<file path="src/rtl/parking_gate_arbiter.sv">
// Serializes gate-station car events onto the shared occupancy counter, acks the gate and times its barrier.
// Optional PARKING_EXIT_PRIORITY_EN: exits are arbitrated ahead of entries (round-robin within each class).
module parking_gate_arbiter #(
   parameter int NUM_GATES   = 4,
   parameter int OPEN_CYCLES = 8
) (
   input  logic                 clk,
   input  logic                 rst,
   input  logic [NUM_GATES-1:0] gate_req,
   input  logic [NUM_GATES-1:0] gate_dir,
   input  logic [NUM_GATES-1:0] gate_uni,
   input  logic                 uni_space_avail,
   input  logic                 gen_space_avail,
   input  logic                 uni_parked_nz,
   input  logic                 gen_parked_nz,
   output logic                 car_entered,
   output logic                 car_exited,
   output logic                 is_uni,
   output logic [NUM_GATES-1:0] gate_ack,
   output logic                 gate_ok,
   output logic [NUM_GATES-1:0] barrier_open,
   output logic                 busy
);
   localparam int IDX_W = $clog2(NUM_GATES);
   localparam int TMR_W = $clog2(OPEN_CYCLES + 1);
   localparam logic [IDX_W:0] NG = (IDX_W + 1)'(NUM_GATES);

   typedef enum logic [1:0] {IDLE, DECIDE, OPEN} state_t;

   state_t state, state_nxt;
   logic [IDX_W-1:0] ptr, ptr_nxt, gsel, gsel_nxt;
   logic ldir, ldir_nxt, luni, luni_nxt;
   logic [TMR_W-1:0] timer, timer_nxt;
   logic ent_nxt, ext_nxt, uni_nxt, ok_nxt, busy_nxt;
   logic [NUM_GATES-1:0] ack_nxt, bar_nxt;
   logic [IDX_W:0] pick;
   logic accept;

   // Returns {found, index} of the first set mask bit at or after base, wrapping.
   function automatic logic [IDX_W:0] rr_pick(input logic [NUM_GATES-1:0] mask,
                                              input logic [IDX_W-1:0] base);
      logic [IDX_W:0] res;
      logic [IDX_W:0] sum;
      res = '0;
      for (int i = NUM_GATES - 1; i >= 0; i--) begin
         sum = {1'b0, base} + (IDX_W + 1)'(i);
         if (sum >= NG) sum = sum - NG;
         if (mask[sum[IDX_W-1:0]]) res = {1'b1, sum[IDX_W-1:0]};
      end
      return res;
   endfunction

   always_comb begin
`ifdef PARKING_EXIT_PRIORITY_EN
      logic [IDX_W:0] exit_pick;
      exit_pick = rr_pick(gate_req & gate_dir, ptr);
      pick = exit_pick[IDX_W] ? exit_pick : rr_pick(gate_req, ptr);
`else
      pick = rr_pick(gate_req, ptr);
`endif
   end

   assign accept = ldir ? (luni ? uni_parked_nz : gen_parked_nz)
                        : (luni ? uni_space_avail : gen_space_avail);

   always_comb begin
      state_nxt = state;
      ptr_nxt   = ptr;
      gsel_nxt  = gsel;
      ldir_nxt  = ldir;
      luni_nxt  = luni;
      timer_nxt = timer;
      ent_nxt   = 1'b0;
      ext_nxt   = 1'b0;
      uni_nxt   = 1'b0;
      ok_nxt    = 1'b0;
      ack_nxt   = '0;
      bar_nxt   = '0;
      case (state)
         IDLE: begin
            if (pick[IDX_W]) begin
               gsel_nxt  = pick[IDX_W-1:0];
               ldir_nxt  = gate_dir[pick[IDX_W-1:0]];
               luni_nxt  = gate_uni[pick[IDX_W-1:0]];
               state_nxt = DECIDE;
            end
         end
         DECIDE: begin
            // A withdrawn request leaves the pointer alone so the gate keeps its turn.
            if (!gate_req[gsel]) begin
               state_nxt = IDLE;
            end else begin
               ack_nxt[gsel] = 1'b1;
               ptr_nxt = (gsel == IDX_W'(NUM_GATES - 1)) ? '0 : gsel + 1'b1;
               if (accept) begin
                  ok_nxt        = 1'b1;
                  ent_nxt       = !ldir;
                  ext_nxt       = ldir;
                  uni_nxt       = luni;
                  bar_nxt[gsel] = 1'b1;
                  timer_nxt     = TMR_W'(OPEN_CYCLES);
                  state_nxt     = OPEN;
               end else begin
                  state_nxt = IDLE;
               end
            end
         end
         OPEN: begin
            if (timer <= TMR_W'(1)) begin
               timer_nxt = '0;
               state_nxt = IDLE;
            end else begin
               timer_nxt = timer - 1'b1;
               bar_nxt   = barrier_open;
            end
         end
         default: state_nxt = IDLE;
      endcase
      busy_nxt = (state_nxt != IDLE);
   end

   always_ff @(posedge clk) begin
      if (rst) begin
         state        <= IDLE;
         ptr          <= '0;
         gsel         <= '0;
         ldir         <= 1'b0;
         luni         <= 1'b0;
         timer        <= '0;
         car_entered  <= 1'b0;
         car_exited   <= 1'b0;
         is_uni       <= 1'b0;
         gate_ack     <= '0;
         gate_ok      <= 1'b0;
         barrier_open <= '0;
         busy         <= 1'b0;
      end else begin
         state        <= state_nxt;
         ptr          <= ptr_nxt;
         gsel         <= gsel_nxt;
         ldir         <= ldir_nxt;
         luni         <= luni_nxt;
         timer        <= timer_nxt;
         car_entered  <= ent_nxt;
         car_exited   <= ext_nxt;
         is_uni       <= uni_nxt;
         gate_ack     <= ack_nxt;
         gate_ok      <= ok_nxt;
         barrier_open <= bar_nxt;
         busy         <= busy_nxt;
      end
   end
endmodule

</file>
<file path="config.mk">
export PLATFORM = sky130hd
export DESIGN_NAME = parking_gate_arbiter
export DESIGN_NICKNAME = d
export VERILOG_FILES = /design/src/rtl/parking_gate_arbiter.sv
export SDC_FILE = /design/constraint.sdc
export NUM_CORES = 1
export LEC_CHECK = 0
export CAP_MARGIN = 20
export CELL_PAD_IN_SITES_DETAIL_PLACEMENT = 1
export CELL_PAD_IN_SITES_GLOBAL_PLACEMENT = 2
export CORE_ASPECT_RATIO = 0.8
export CORE_MARGIN = 1
export CORE_UTILIZATION = 31
export CTS_CLUSTER_DIAMETER = 50
export CTS_CLUSTER_SIZE = 20
export DETAILED_ROUTE_END_ITERATION = 7
export PLACE_DENSITY_LB_ADDON = 0.1
export SLEW_MARGIN = 10
export SYNTH_ARGS = -nofsm -noshare
export SYNTH_HDL_FRONTEND = slang
export SYNTH_SLANG_ARGS = --single-unit
export TNS_END_PERCENT = 20
</file>
<file path="constraint.sdc">
create_clock -name clk -period 3.8 [get_ports clk]
set_input_delay 0.95 -clock clk [delete_from_list [all_inputs] [get_ports clk]]
set_output_delay 0.95 -clock clk [all_outputs]
set_load 0.005 [all_outputs]
</file>
---- After elaboration in Yosys (flattened, before gate mapping) ----
Cells that the tools add are included.
Widths: inputs -> output; s select.
word-level totals
  register bits ........................... 25
  latch bits .............................. 0
  memory bits (writable) .................. 0
  bits in read-only memories .............. 0
  input port bits ......................... 18
  output and inout port bits .............. 13
  memories kept ........................... 0
cells by class
  add/sub/neg operators ................... 9
  multipliers ............................. 0
  div/mod/pow operators ................... 0
  $lt $le $gt $ge ......................... 12
  equal/unequal tests ..................... 6
  shifts and indexed selects .............. 0
  muxes and demuxes ....................... 42
  bitwise logic cells ..................... 3
  reduce and logical (&&, ||, !) cells .... 10
operator list
  cell                 number
  $mux 4               6
  $lt 2x3->1 const B   6
  $mux 2               9
  $pmux 4 s2           2
  $bmux 1 s2           7
  $mux 1               12
  $mux 3               4
  $ge 3x3->1 const B   3
  $sub 2x1->2 const B  4
  $add 2x2->3 const B  2
  $ne 2x2->1 const B   3
  $pmux 2 s3           1
  $eq 2x2->1 const B   2
  $le 4x1->1 const B   1
  $reduce_and 2->1     2
  $reduce_bool 2->1    2
  $reduce_or 4->1      1
  $sub 4x1->4 const B  1
  $add 2x1->3 const B  1
  $ge 2x3->1 const B   1
  $not 1->1            3
  $reduce_and 3->1     1
  $reduce_or 3->1      1
  $add 2x1->2 const B  1
  other kinds (6)      6

---- Logic depth before layout (Yosys ltp) ----
  word-level depth ........................ 12
  mapped depth ............................ 7
  depth with buffers taken out ............ 7

---- Least setup slack after synthesis ----
Ideal clock, no wire load.
  kind .................................... input port to flip-flop
  start point ............................. input port gate_req[2]
  end point ............................... register ldir
  setup time .............................. 133 ps
  data arrival time ....................... 1860 ps
  data required time ...................... 3667 ps
  path slack .............................. 1807 ps
  stages .................................. 5
  cells stage by stage .................... mux2i_1 nor2_1 a311oi_4 mux2i_1 o221ai_1
between the ends
  cells in the longest elaborated chain, start to end .. 8
ends and longest elaborated chain
  item                          RTL line  text
  start: declaration            9         input logic [NUM_GATES-1:0] gate_req,
  $bmux 1 s2                    48        if (mask[sum[IDX_W-1:0]]) res = {1'b1, sum[IDX_W-1:0]};
  $mux 1 (implied by the code)  48
  $mux 3 (3 in series)          48
  $mux 3 (*)                    48
  $bmux 1 s2                    83        ldir_nxt = gate_dir[pick[IDX_W-1:0]];
  $mux 1 (implied by the code)  83
  end signal: assignment        141       ldir <= ldir_nxt;
  end: declaration              32        logic ldir, ldir_nxt, luni, luni_nxt;
Mark *: on every way between the ends. The rest lies on a longest branch, timed or not. The select of a mux whose other input is x is not followed.
A chain may end at the register's enable or synchronous reset.

---- Final worst setup path ----
  start point ............................. input port gate_req[0]
  end point ............................... register luni
between the ends
  cells in the longest elaborated chain, start to end .. 8
ends and longest elaborated chain
  item                          RTL line  text
  $bmux 1 s2                    48
  $mux 1 (implied by the code)  48
  $mux 3 (3 in series)          48
  $mux 3 (*)                    48
  $bmux 1 s2                    84        luni_nxt = gate_uni[pick[IDX_W-1:0]];
  $mux 1 (implied by the code)  84
  end signal: assignment        142       luni <= luni_nxt;
  end: declaration              32
Marks and branches as above.

==> results.md <==
Run status:
- The flow ran to the end, and the final reports show no timing, DRC or antenna violations.

Floorplanning:
- Pin placement for this block handled 31 I/O pins.
- For this configuration, the core starts out at a cell density of roughly a third.
- Measured along the x axis, the die boundary spans roughly 70 um.
- The floorplan has 19 rows.
- The total core area is between 0.003 and 0.004 mm2.
- The die area is a little over 0.004 mm2.
- The die height is roughly 57 um.

Synthesis:
- The post-synth net total is 140.
- The unique cell type count in the Yosys netlist is 30.
- The post-synthesis share of cell area spent on xor and xnor gates is 0%.
- The sequential cell area fraction in the yosys report is about 43%.
- The number of warnings issued by yosys is 0.
- The fraction of the mapped netlist area in compound gates is about 15%.
- In the post-synthesis netlist, the biggest area contributors are dfxtp_1, mux2i_1, ha_1, nor2_1, nor2b_1.
- The cell type with the largest total area after synthesis is dfxtp_1.
- After Yosys synthesis, and, or, nand and nor cells account for between 10% and 20% of the synthesized area.
- Counting flops and latches in the post-synthesis netlist gives 25.
- The average instance in the mapped netlist occupies 10.14 um2.
- In the synthesized netlist, mux cells make up roughly 15% of the area.
- The instance count of the mapped netlist is approximately 120.
- The share of synthesized cell area in full adder, half adder and majority cells is under 10%.
- The cell area that synthesis handed to floorplanning was 0.001176 mm2.
- By area, the combinational part of the netlist is dominated by simple AND/OR/NAND/NOR gates.
- After synthesis, the largest area contributor takes up a little over two fifths of total cell area.

Setup path:
- The worst register-to-register path has a depth of 6.
- The worst flop-to-flop path startpoint is timer[0]$_SDFFE_PP0P_.
- For this run, the slowest stage of the critical path takes around 0.56 ns.
- Tracing the worst setup path back leads to its startpoint at gate_req[0].
- The slowest stage of the critical path belongs to the cell clkdlybuf4s50_1.
- STA puts the critical path data required time at just under 4 ns.
- The kind of launch point of the worst setup path is a primary input.
- Grouping stages by cell kind, the critical path spends the most delay in compound AO/OA/AOI/OAI gates.
- STA classifies the critical path endpoint as a flip-flop.
- The sum of buffers and inverters on the critical path is 1.
- The critical path runs through a total of 6 cells.
- The critical path goes through clkdlybuf4s50_1 -> mux2i_1 -> nor2_1 -> a311oi_4 -> mux2i_1 -> o221ai_1.
- The critical path class is in2reg.
- The data arrival time at the worst-slack endpoint is between 2 and 3 ns.
- The most prevalent standard cell on the critical path is mux2i_1.
- The maximum fanout encountered on the critical timing path is 6.

Placed design:
- After legalization and detailed placement, the total HPWL measured 2200 um.
- The area after detailed placement is approximately 0.0015 mm2.
- The count of buffers from port buffering is 30.
- Routability-driven placement finished with a final weighted congestion of 0.6949.

Pwr:
- In this run switching power makes up between 20% and 30% of total power.
- Combinational logic burns 18.7% of the power.
- For this design the total switching power over the nets is between 100 and 150 uW.
- The portion of total power attributed to sequential cells is 52.5%.
- The internal power of the cells totals 404.6 uW.
- Power spread over the standard cell area amounts to between 300 and 400 mW/mm2.
- The worst voltage drop across the vdd grid is 0.1554 mV.
- In this run the static leakage power is around 0.00064 uW.
- The clock network fraction of design power is between 20 and 30%.

Layout:
- 0 antenna diodes ended up in the layout.
- The area growth from synthesis to layout is 33.51%.
- The finished cells cover between 0.0015 and 0.002 mm2.
- The layout has 409 filler cells.
- In the layout the commonest cells are clkdlybuf4s50_1, dfxtp_1, mux2i_1.
- The core occupancy in the finished layout is ~45%.
- The share of post-route cells with drive strength above 1 is between 5 and 6%.
- The most common library cell in the layout ignoring fill and taps is clkdlybuf4s50_1.
- For this run, the post-layout net count is around 170.

Global route:
- The met1 routing resource usage after global routing is 18.97%.
- The aggregate global-route resource usage is approximately 15%.
- The via count of the first global-routing pass is 1014.
- Global routing used ~4.2% of the available met3 tracks.
- The maximum number of pins on one net before global-route repair is 15.
- Summed over all layers, the global routing overflow is 0.
- The met2 usage in global routing is roughly a quarter.
- The global-route wire length before repair is between 4000 and 5000 um.
- The layer flagged by global routing as most heavily used is met2.
- The number of antenna violations at the first check in global routing came to 0.

STA:
- The final setup violation count is 0.
- Setup repair after global routing left no endpoint under its margin.
- The worst-case clock skew is ~0.0048 ns.
- Hold timing on the final database bottoms out at a slack of ~0.47 ns.
- Measured against its own limit, the worst slew margin works out to 45.65%.
- The transition at the pin with the smallest max-transition slack is ~0.8 ns.
- The clock period could shrink to about 2.5 ns.
- The maximum clock frequency is about 400 MHz.
- The number of slew-limit violations in the final report is 0.
- The count of final hold-check violations is 0.
- Summed over all failing endpoints, the final setup total negative slack is 0 ns.
- The final critical path takes up about two thirds of the cycle.

Hold path:
- In this run the worst hold path is classified as reg2reg.
- The hold path startpoint is ldir$_SDFFE_PP0P_.
- The count of cells along the worst hold path is 1.

Clock tree:
- TritonCTS built the clock tree.
- The number of H-tree branching levels is 1.
- The buffer cell driving the clock tree root is clkbuf_8.
- Clock latency on the worst-skew pair, taken at its later pin, is 0.27 ns.
- The hold buffer count at cts is 0.
- The number of buffers on the longest clock path is 2.
- The TritonCTS buffer count is 3.
- After clock tree synthesis, the clock-pin slew on the worst setup and hold paths is approximately 0.090 ns.
- The count of buffers added by post-CTS timing repair for setup is 0.
- The number of sinks on the clock net is 25.
- Once the clock tree was built, the resizer swapped 0 gates to a different size.

Route:
- In this run, the number of DRC markers left after iteration 0 of detailed routing was 30.
- The number of nets still failing antenna checks after routing is 0.
- The final route contains 962 vias.
- The final routed DRC violation total is 0.
- The mean routed wirelength per cell is approximately 15 um.
- The final routed wirelength across all metal layers is between 2000 and 3000 um.
- The number of detailed-routing iterations run before antenna repair is 6.
- The routed via count divided by cell count is around 5.

Flow run:
- The number of max-capacitance violations reported is 0.
## metal layers
layer | share of wire (%) | wire (um)
met5 | 0 | 0
met4 | 1.3 | 37
met3 | 4.1 | 114
met2 | 47 | 1320
met1 | 47 | 1326
## metrics by stage
step / setup WS [ns] / instances / power (uW)
floorplan: 1.807 / 116 / 350.0
global placement: 1.113 / 187 / 394.8
detailed placement: 1.025 / 187 / 397.8
CTS: 1.309 / 191 / 557.4
global route: 1.224 / 191 / 578.1
finish: 1.317 / 191 / 548.6
## power by group through the flow
stage / registers, uW / logic [uW] / clock network (uW)
floorplan: 291 / 58.8 / 0
global placement: 294 / 100 / 0
detailed placement: 294 / 103 / 0
CTS: 288 / 104 / 165
global route: 290 / 113 / 175
finish: 288 / 102 / 158
## cells by family after synthesis
| family | after synthesis |
|---|---|
| compound gates | 19 |
| simple gates | 41 |
| fa+ha+maj | 6 |
| mux | 16 |
| buf+inv | 9 |
| flops | 25 |
## worst register-to-register path, cell delays in order, from the launching register on
cell and delay, ns:
dfxtp_1 0.36, inv_1 0.07, ha_1 0.21, nor2_1 0.07, o31ai_2 0.66, a21oi_1 0.30, nor2b_1 0.20
## Yosys cell counts (all sizes together)
| master | count |
|---|---|
| dfxtp | 25 |
| mux2i | 15 |
| nor2 | 12 |
| a21oi | 8 |
| inv | 8 |
| nor2b | 7 |
| ha | 6 |
| nand2 | 5 |
| and2 | 4 |
| and3 | 2 |
| nand2b | 2 |
| nand3b | 2 |
| nor3 | 2 |
| o21ai | 2 |
| o221ai | 2 |
| a221oi | 1 |
| a311oi | 1 |
| a31oi | 1 |
| a41oi | 1 |
| and4b | 1 |
| clkbuf | 1 |
| mux4 | 1 |
| nand3 | 1 |
| nand4 | 1 |
| nand4b | 1 |
| o2bb2a | 1 |
| o31ai | 1 |
| o41ai | 1 |
| or3 | 1 |
## final cells by class
type / count / area [um2] / share of cell area, %
Clock buffer: 4 / 45.04 / 2.869
Inverter: 8 / 30.03 / 1.912
Multi-Input combinational cell: 82 / 641.9 / 40.88
Tap cell: 42 / 52.55 / 3.347
Sequential cell: 25 / 500.5 / 31.87
Timing Repair Buffer: 30 / 300.3 / 19.12
## path summary, 6_finish.rpt
path | endpoint | slack [ns]
worst min-delay path | car_entered$_SDFF_PP0_ | 0.47
worst max-delay path | luni$_SDFFE_PP0P_ | 1.32
worst min register to register | car_entered$_SDFF_PP0_ | 0.47
worst max register to register | barrier_open[2]$_SDFFE_PP0P_ | 1.83
## flip-flops by register name, summed over array words and instances (netlist names)
register	cells
ptr	2
busy	1
state	2
is_uni	1
gate_ok	1
car_exited	1
luni	1
ldir	1
gsel	2
barrier_open	4
timer	4
gate_ack	4
car_entered	1
No activity file was read; power rests on OpenSTA's default activity.
